$ cat config.mk
export PLATFORM = sky130hd
export DESIGN_NAME = seq_divider16
export DESIGN_NICKNAME = d
export VERILOG_FILES = /design/src/rtl/div_pkg.sv /design/src/rtl/addsub_n.sv /design/src/rtl/seq_divider16.sv
export SDC_FILE = /design/constraint.sdc
export NUM_CORES = 1
export LEC_CHECK = 0
export CAP_MARGIN = 10
export CELL_PAD_IN_SITES_DETAIL_PLACEMENT = 0
export CELL_PAD_IN_SITES_GLOBAL_PLACEMENT = 2
export CORE_MARGIN = 5
export CORE_UTILIZATION = 25
export DETAILED_ROUTE_END_ITERATION = 8
export PLACE_DENSITY = 0.61
export SYNTH_ARGS = -nofsm -noshare
export SYNTH_HDL_FRONTEND = slang
export SYNTH_SLANG_ARGS = --single-unit
$ cat constraint.sdc
create_clock -name clk -period 6.5 [get_ports clk]
set_clock_uncertainty 0.15 [all_clocks]
set_input_delay 0.975 -clock clk [delete_from_list [all_inputs] [get_ports clk]]
set_output_delay 0.975 -clock clk [all_outputs]
set_load 0.01 [all_outputs]
$ cat src/rtl/div_pkg.sv
`default_nettype none
// ============================================================================
// div_pkg : shared state encodings and default width for the sequential divider
// Revision: 1.0
// ============================================================================
package div_pkg;

    localparam int c_WIDTH = 16;

    localparam logic [1:0] c_ST_IDLE = 2'b00;
    localparam logic [1:0] c_ST_RUN  = 2'b01;
    localparam logic [1:0] c_ST_DONE = 2'b10;

    typedef enum logic [1:0] {
        IDLE = c_ST_IDLE,
        RUN  = c_ST_RUN,
        DONE = c_ST_DONE
    } state_t;

endpackage
`default_nettype wire

$ cat src/rtl/addsub_n.sv
`default_nettype none
// ============================================================================
// addsub_n : N-bit ripple adder/subtractor; carry_out=1 on subtract means no borrow
// Revision: 1.0
// ============================================================================
module addsub_n #(
    parameter int N = 17
) (
    input  logic [N-1:0] a,
    input  logic [N-1:0] b,
    input  logic         subtract,
    output logic [N-1:0] sum,
    output logic         carry_out
);

    logic [N:0]   w_carry;
    logic [N-1:0] w_b;

    // Two's-complement subtract: invert b and inject the +1 through carry-in
    assign w_b        = b ^ {N{subtract}};
    assign w_carry[0] = subtract;

    for (genvar i = 0; i < N; i++) begin : g_bit
        assign sum[i]         = a[i] ^ w_b[i] ^ w_carry[i];
        assign w_carry[i + 1] = (a[i] & w_b[i]) | (w_carry[i] & (a[i] ^ w_b[i]));
    end

    assign carry_out = w_carry[N];

endmodule
`default_nettype wire

$ cat src/rtl/seq_divider16.sv
`default_nettype none
// ============================================================================
// seq_divider16 : restoring unsigned divider, one quotient bit per clock
// Revision: 1.0
// ============================================================================
module seq_divider16
    import div_pkg::*;
#(
    parameter int WIDTH = c_WIDTH
) (
    input  logic             clk,
    input  logic             rst_n,
    input  logic             start,
    input  logic [WIDTH-1:0] dividend,
    input  logic [WIDTH-1:0] divisor,
    output logic             busy,
    output logic             done,
    output logic [WIDTH-1:0] quotient,
    output logic [WIDTH-1:0] remainder,
    output logic             div_by_zero
);

    localparam int c_CNT_W = $clog2(WIDTH + 1);

    state_t             r_state;
    logic [c_CNT_W-1:0] r_cnt;
    logic [WIDTH:0]     r_rem;
    logic [WIDTH-1:0]   r_dvd;
    logic [WIDTH-1:0]   r_dvs;

    logic [2*WIDTH:0]   w_pair;
    logic [WIDTH:0]     w_diff;
    logic               w_no_borrow;

    // The dividend register doubles as the quotient: bits shift out the top
    // into the partial remainder while quotient bits enter at the bottom.
    assign w_pair = {r_rem, r_dvd} << 1;

    addsub_n #(
        .N (WIDTH + 1)
    ) u_trial (
        .a         (w_pair[2*WIDTH:WIDTH]),
        .b         ({1'b0, r_dvs}),
        .subtract  (1'b1),
        .sum       (w_diff),
        .carry_out (w_no_borrow)
    );

    always_ff @(posedge clk or negedge rst_n) begin
        if (!rst_n) begin
            r_state     <= IDLE;
            r_cnt       <= '0;
            r_rem       <= '0;
            r_dvd       <= '0;
            r_dvs       <= '0;
            busy        <= 1'b0;
            done        <= 1'b0;
            quotient    <= '0;
            remainder   <= '0;
            div_by_zero <= 1'b0;
        end else begin
            case (r_state)
                IDLE: begin
                    done <= 1'b0;
                    if (start) begin
                        busy <= 1'b1;
                        if (divisor == '0) begin
                            quotient    <= '1;
                            remainder   <= dividend;
                            div_by_zero <= 1'b1;
                            done        <= 1'b1;
                            r_state     <= DONE;
                        end else begin
                            r_dvd       <= dividend;
                            r_dvs       <= divisor;
                            r_rem       <= '0;
                            r_cnt       <= c_CNT_W'(WIDTH);
                            div_by_zero <= 1'b0;
                            r_state     <= RUN;
                        end
                    end
                end
                RUN: begin
                    if (r_cnt == '0) begin
                        quotient  <= r_dvd;
                        remainder <= r_rem[WIDTH-1:0];
                        done      <= 1'b1;
                        r_state   <= DONE;
                    end else begin
                        r_rem <= w_no_borrow ? w_diff : w_pair[2*WIDTH:WIDTH];
                        r_dvd <= w_pair[WIDTH-1:0] | {{(WIDTH-1){1'b0}}, w_no_borrow};
                        r_cnt <= r_cnt - 1'b1;
                    end
                end
                DONE: begin
                    done    <= 1'b0;
                    busy    <= 1'b0;
                    r_state <= IDLE;
                end
                default: begin
                    done    <= 1'b0;
                    busy    <= 1'b0;
                    r_state <= IDLE;
                end
            endcase
        end
    end

endmodule
`default_nettype wire

==> run_summary.xml <==
<?xml version="1.0" encoding="UTF-8"?>
<metrics>
  <group name="route">
    <metric name="wl_per_cell" unit="µm">17.3</metric>
    <metric name="drc" unit="">0</metric>
    <metric name="detail-route-antenna-nets" unit="">0</metric>
    <metric name="detailedRoute.firstPassIterationCount" unit="">4</metric>
    <metric name="route.vias.total" unit="">3023</metric>
    <metric name="detailedRoute.firstIterationViolations" unit="">142</metric>
    <metric name="drt_wl_total" unit="mm">11.6</metric>
    <metric name="via_per_inst" unit="">4.50</metric>
  </group>
  <group name="cells_and_area">
    <metric name="total_number_of_nets_in_the_final_design" unit="">495</metric>
    <metric name="nFillCells" unit="">1717</metric>
    <metric name="area_growth" unit="%">32.3</metric>
    <metric name="mostFrequentLayoutCell" unit="">sky130_fd_sc_hd__dfrtp_1</metric>
    <metric name="area.sequential" unit="µm²">2250</metric>
    <metric name="antenna-diode-count" unit="">0</metric>
    <metric name="final_util" unit="%">33.5</metric>
    <metric name="layoutNonFillerInstCount" unit="">672</metric>
    <metric name="most-common-layout-cells" unit="">sky130_fd_sc_hd__dfrtp_1 (90), sky130_fd_sc_hd__clkdlybuf4s50_1 (68), sky130_fd_sc_hd__nand2_1 (67)</metric>
    <metric name="multi_input_area" unit="µm²">2000</metric>
    <metric name="layout-drive-gt1-share" unit="%">24.2</metric>
  </group>
  <group name="place">
    <metric name="gp_congestion" unit="">0.715</metric>
    <metric name="numPortBuffers" unit="">69</metric>
    <metric name="cell_count_after_placement" unit="">654</metric>
    <metric name="detailedPlacementHpwl" unit="mm">8.10</metric>
  </group>
  <group name="global_routing">
    <metric name="grt_max_degree" unit="">69</metric>
    <metric name="grt_overflow_total" unit="">0</metric>
    <metric name="grt_antenna_before_repair" unit="">0</metric>
    <metric name="grt_pass1_vias" unit="">3263</metric>
    <metric name="first_pass_grt_wire_length" unit="mm">18.8</metric>
    <metric name="grt_use_total" unit="%">12.1</metric>
  </group>
  <group name="floorplan">
    <metric name="dieHeight" unit="µm">142</metric>
    <metric name="design.portCount" unit="">70</metric>
    <metric name="fp.dieArea" unit="µm²">20200</metric>
    <metric name="core.rowCount" unit="">48</metric>
    <metric name="initial_utilization" unit="%">25.3</metric>
    <metric name="core_area" unit="µm²">17200</metric>
    <metric name="die_w" unit="µm">142</metric>
  </group>
  <group name="status">
    <metric name="violations" unit="">negative setup slack</metric>
    <metric name="status" unit="">finished with violations</metric>
  </group>
  <group name="sta">
    <metric name="finalSetupViolCount" unit="">1</metric>
    <metric name="post-route-worst-setup-slack" unit="ns">-0.00584</metric>
    <metric name="period_minus_slack" unit="ns">6.51</metric>
    <metric name="finalMaxSlewViolations" unit="">0</metric>
    <metric name="grt_setup_unrepaired" unit="">yes</metric>
    <metric name="hold_violations" unit="">0</metric>
    <metric name="tightest_slew" unit="ns">0.914</metric>
    <metric name="maxSlewHeadroom" unit="%">39.1</metric>
    <metric name="fmaxAchievable" unit="GHz">0.154</metric>
    <metric name="period_utilization" unit="%">100</metric>
  </group>
  <group name="setup_path">
    <metric name="start_kind" unit="">flop</metric>
    <metric name="setup.worst_path.class" unit="">flop to flop</metric>
    <metric name="crit_path_end_kind" unit="">flop</metric>
    <metric name="path_max_fanout" unit="">8</metric>
    <metric name="cp_data_required_time" unit="ns">6.55</metric>
    <metric name="worstPathArrival" unit="ns">6.55</metric>
  </group>
  <group name="synthesis">
    <metric name="synthDistinctLibCells" unit="">40</metric>
    <metric name="postSynthCellCount" unit="">369</metric>
    <metric name="postSynthAreaPerCell" unit="µm²">11.8</metric>
    <metric name="synth_area_leader_cell" unit="">sky130_fd_sc_hd__dfrtp_1</metric>
    <metric name="synth.top_cells.by_area" unit="">sky130_fd_sc_hd__dfrtp_1 (52%), sky130_fd_sc_hd__mux2_2 (8.3%), sky130_fd_sc_hd__fa_1 (6.9%)</metric>
    <metric name="post_synth_instance_area" unit="µm²">4360</metric>
    <metric name="number_of_warnings_issued_by_yosys" unit="">0</metric>
    <metric name="synth_largest_type_area_fraction" unit="%">51.6</metric>
    <metric name="synth_fp_nets" unit="">422</metric>
    <metric name="synth_seq_area_share" unit="%">51.6</metric>
    <metric name="synth_seq_cells" unit="">90</metric>
  </group>
  <group name="cts">
    <metric name="cts_tree" unit="">built</metric>
    <metric name="cts_h_tree_lvls" unit="">3</metric>
    <metric name="worstSkewPairLatency" unit="ns">0.34</metric>
    <metric name="path_clk_slew" unit="ns">0.06</metric>
    <metric name="cts-hold-fix-buffers" unit="">0</metric>
    <metric name="cts_setup_buffers" unit="">0</metric>
    <metric name="root_buffer" unit="">sky130_fd_sc_hd__clkbuf_16</metric>
    <metric name="max-clock-path-buffers" unit="">2</metric>
    <metric name="cts_buffers" unit="">9</metric>
    <metric name="cts.sinks" unit="">90</metric>
  </group>
  <group name="power_and_ir_drop">
    <metric name="switching_share" unit="%">37.9</metric>
    <metric name="powerDensity" unit="nW/µm²">584</metric>
    <metric name="power.internal" unit="W">0.00209</metric>
    <metric name="switchingPower" unit="W">0.00128</metric>
    <metric name="clock_power_share" unit="%">16.8</metric>
    <metric name="relative_contribution_of_combinational_cells_to_total_power" unit="%">51.8</metric>
    <metric name="pwr-share-seq" unit="%">31.4</metric>
    <metric name="static-leakage-power" unit="nW">2.37</metric>
    <metric name="power.ir.vdd_worst" unit="mV">0.239</metric>
    <metric name="total_power" unit="W">0.00337</metric>
  </group>
  <group name="min_path">
    <metric name="timing.hold.worst.class" unit="">flop to flop</metric>
  </group>
  <group name="run">
    <metric name="max_cap_violations" unit="">0</metric>
  </group>
</metrics>
per-layer routing:
layer  vias up  global-route usage [%]  routed length [µm]
li1       1422                       -                   -
met1      1530                    16.4                5420
met2        58                    18.9                5570
met3        13                    2.99                 446
met4         0                    4.19                 163
met5         -                       0                   0
final cells by class:
class                           instances  area share, %
Inverter                               23           1.50
Clock buffer                           11           4.20
Timing Repair Buffer                   81           14.4
Multi-Input combinational cell        237           34.7
Tap cell                              225           4.88
Sequential cell                        90           39.0
Clock inverter                          5           1.34
synth_stat cells:
library cell,instances
sky130_fd_sc_hd__dfrtp_1,90
sky130_fd_sc_hd__nand2_1,70
sky130_fd_sc_hd__mux2_2,32
sky130_fd_sc_hd__o21ai_0,31
sky130_fd_sc_hd__inv_1,22
sky130_fd_sc_hd__o22a_1,16
sky130_fd_sc_hd__fa_1,15
sky130_fd_sc_hd__o211ai_1,11
sky130_fd_sc_hd__clkbuf_1,10
sky130_fd_sc_hd__mux2_4,10
sky130_fd_sc_hd__a21oi_1,7
sky130_fd_sc_hd__buf_2,5
sky130_fd_sc_hd__mux2_1,5
sky130_fd_sc_hd__nor2_1,5
sky130_fd_sc_hd__ha_1,3
sky130_fd_sc_hd__nand2b_1,3
sky130_fd_sc_hd__nor4_4,3
sky130_fd_sc_hd__o22ai_1,3
sky130_fd_sc_hd__a22o_1,2
sky130_fd_sc_hd__buf_4,2
sky130_fd_sc_hd__buf_6,2
sky130_fd_sc_hd__mux2i_1,2
sky130_fd_sc_hd__nand3_1,2
sky130_fd_sc_hd__nor2_2,2
sky130_fd_sc_hd__a2111oi_4,1
sky130_fd_sc_hd__a22oi_1,1
sky130_fd_sc_hd__and3_1,1
sky130_fd_sc_hd__and4_1,1
sky130_fd_sc_hd__inv_2,1
sky130_fd_sc_hd__nand4_2,1
sky130_fd_sc_hd__nor2b_1,1
sky130_fd_sc_hd__nor3_1,1
sky130_fd_sc_hd__nor3b_1,1
sky130_fd_sc_hd__nor4_2,1
sky130_fd_sc_hd__nor4b_2,1
sky130_fd_sc_hd__o211a_1,1
sky130_fd_sc_hd__o2bb2ai_1,1
sky130_fd_sc_hd__o31ai_4,1
sky130_fd_sc_hd__or3_1,1
sky130_fd_sc_hd__or3b_1,1
final timing paths:
| path | startpoint | to | slack, ns | depth (start not counted) |
|---|---|---|---|---|
| hold reg to reg | remainder[14] | remainder[14] | 0.34 | 1 |
| min in group asynchronous | rst_n | quotient[4] | 0.36 | 1 |
| max in group asynchronous | rst_n | r_rem[14] | 4.62 | 2 |
| setup reg to reg | r_dvs[0] | r_rem[14] | -0.006 | 22 |
| hold / removal | remainder[14] | remainder[14] | 0.34 | 1 |
| setup / recovery | r_dvs[0] | r_rem[14] | -0.006 | 22 |
sequential cells by signal (all words and copies together) (netlist names):
signal,flops
busy,1
div_by_zero,1
done,1
quotient,16
r_cnt,5
r_dvd,16
r_dvs,16
r_rem,16
r_state,2
remainder,16
per-stage QoR:
step | area, µm² | hold WS (ns) | worst slack (ns) | setup TNS [ns]
2_1_floorplan | 4390 | 0.312 | 0.0326 | 0
3_3_place_gp | 5340 | 0.323 | -0.191 | -2.68
3_5_place_dp | 5340 | 0.330 | -0.316 | -4.68
4_1_cts | 5730 | 0.346 | -0.0323 | -0.0800
5_1_grt | 5770 | 0.353 | -0.194 | -2.56
6_report | 5770 | 0.339 | -0.00584 | -0.00584
kinds of logic after synthesis:
| family | after synthesis | synth area share (%) |
|---|---|---|
| buffers and inverters | 42 | 4.27 |
| AND/OR/NAND/NOR | 95 | 10.9 |
| multiplexers | 49 | 13.4 |
| adder cells (fa/ha/maj) | 18 | 7.74 |
| flip-flops | 90 | 51.6 |
| AO/OA/AOI/OAI | 75 | 12.0 |
power groups by stage:
| stage | logic, W | registers (W) | clock network (W) |
|---|---|---|---|
| floorplan | 0.00104 | 0.00105 | 0 |
| global route | 0.00195 | 0.00110 | 0.000608 |
| detailed placement | 0.00160 | 0.00107 | 0 |
| global placement | 0.00159 | 0.00107 | 0 |
| CTS | 0.00172 | 0.00106 | 0.000586 |
| finish | 0.00175 | 0.00106 | 0.000566 |
timing repair:
item / in CTS / in global routing
endpoints found under the setup margin: 17 / 17
pin swaps: 0 / 4
gates cloned: 2 / 0
gates resized for setup: 11 / 20
worst max-delay path: stages (launching register included):
cell and delay, ns:
sky130_fd_sc_hd__dfrtp_1 0.41, sky130_fd_sc_hd__ha_4 0.17, sky130_fd_sc_hd__fa_2 0.33, sky130_fd_sc_hd__fa_2 0.34, sky130_fd_sc_hd__fa_2 0.35, sky130_fd_sc_hd__fa_2 0.35, sky130_fd_sc_hd__fa_2 0.36, sky130_fd_sc_hd__fa_2 0.36
sky130_fd_sc_hd__fa_2 0.36, sky130_fd_sc_hd__fa_2 0.35, sky130_fd_sc_hd__fa_2 0.36, sky130_fd_sc_hd__fa_2 0.35, sky130_fd_sc_hd__fa_2 0.35, sky130_fd_sc_hd__fa_2 0.34, sky130_fd_sc_hd__inv_2 0.06, sky130_fd_sc_hd__fa_2 0.19
sky130_fd_sc_hd__fa_2 0.19, sky130_fd_sc_hd__inv_2 0.04, sky130_fd_sc_hd__fa_2 0.35, sky130_fd_sc_hd__nand2b_4 0.16, sky130_fd_sc_hd__buf_12 0.14, sky130_fd_sc_hd__mux2i_1 0.19, sky130_fd_sc_hd__o22ai_1 0.10
Note: power is estimated with default switching activity, not from simulation.
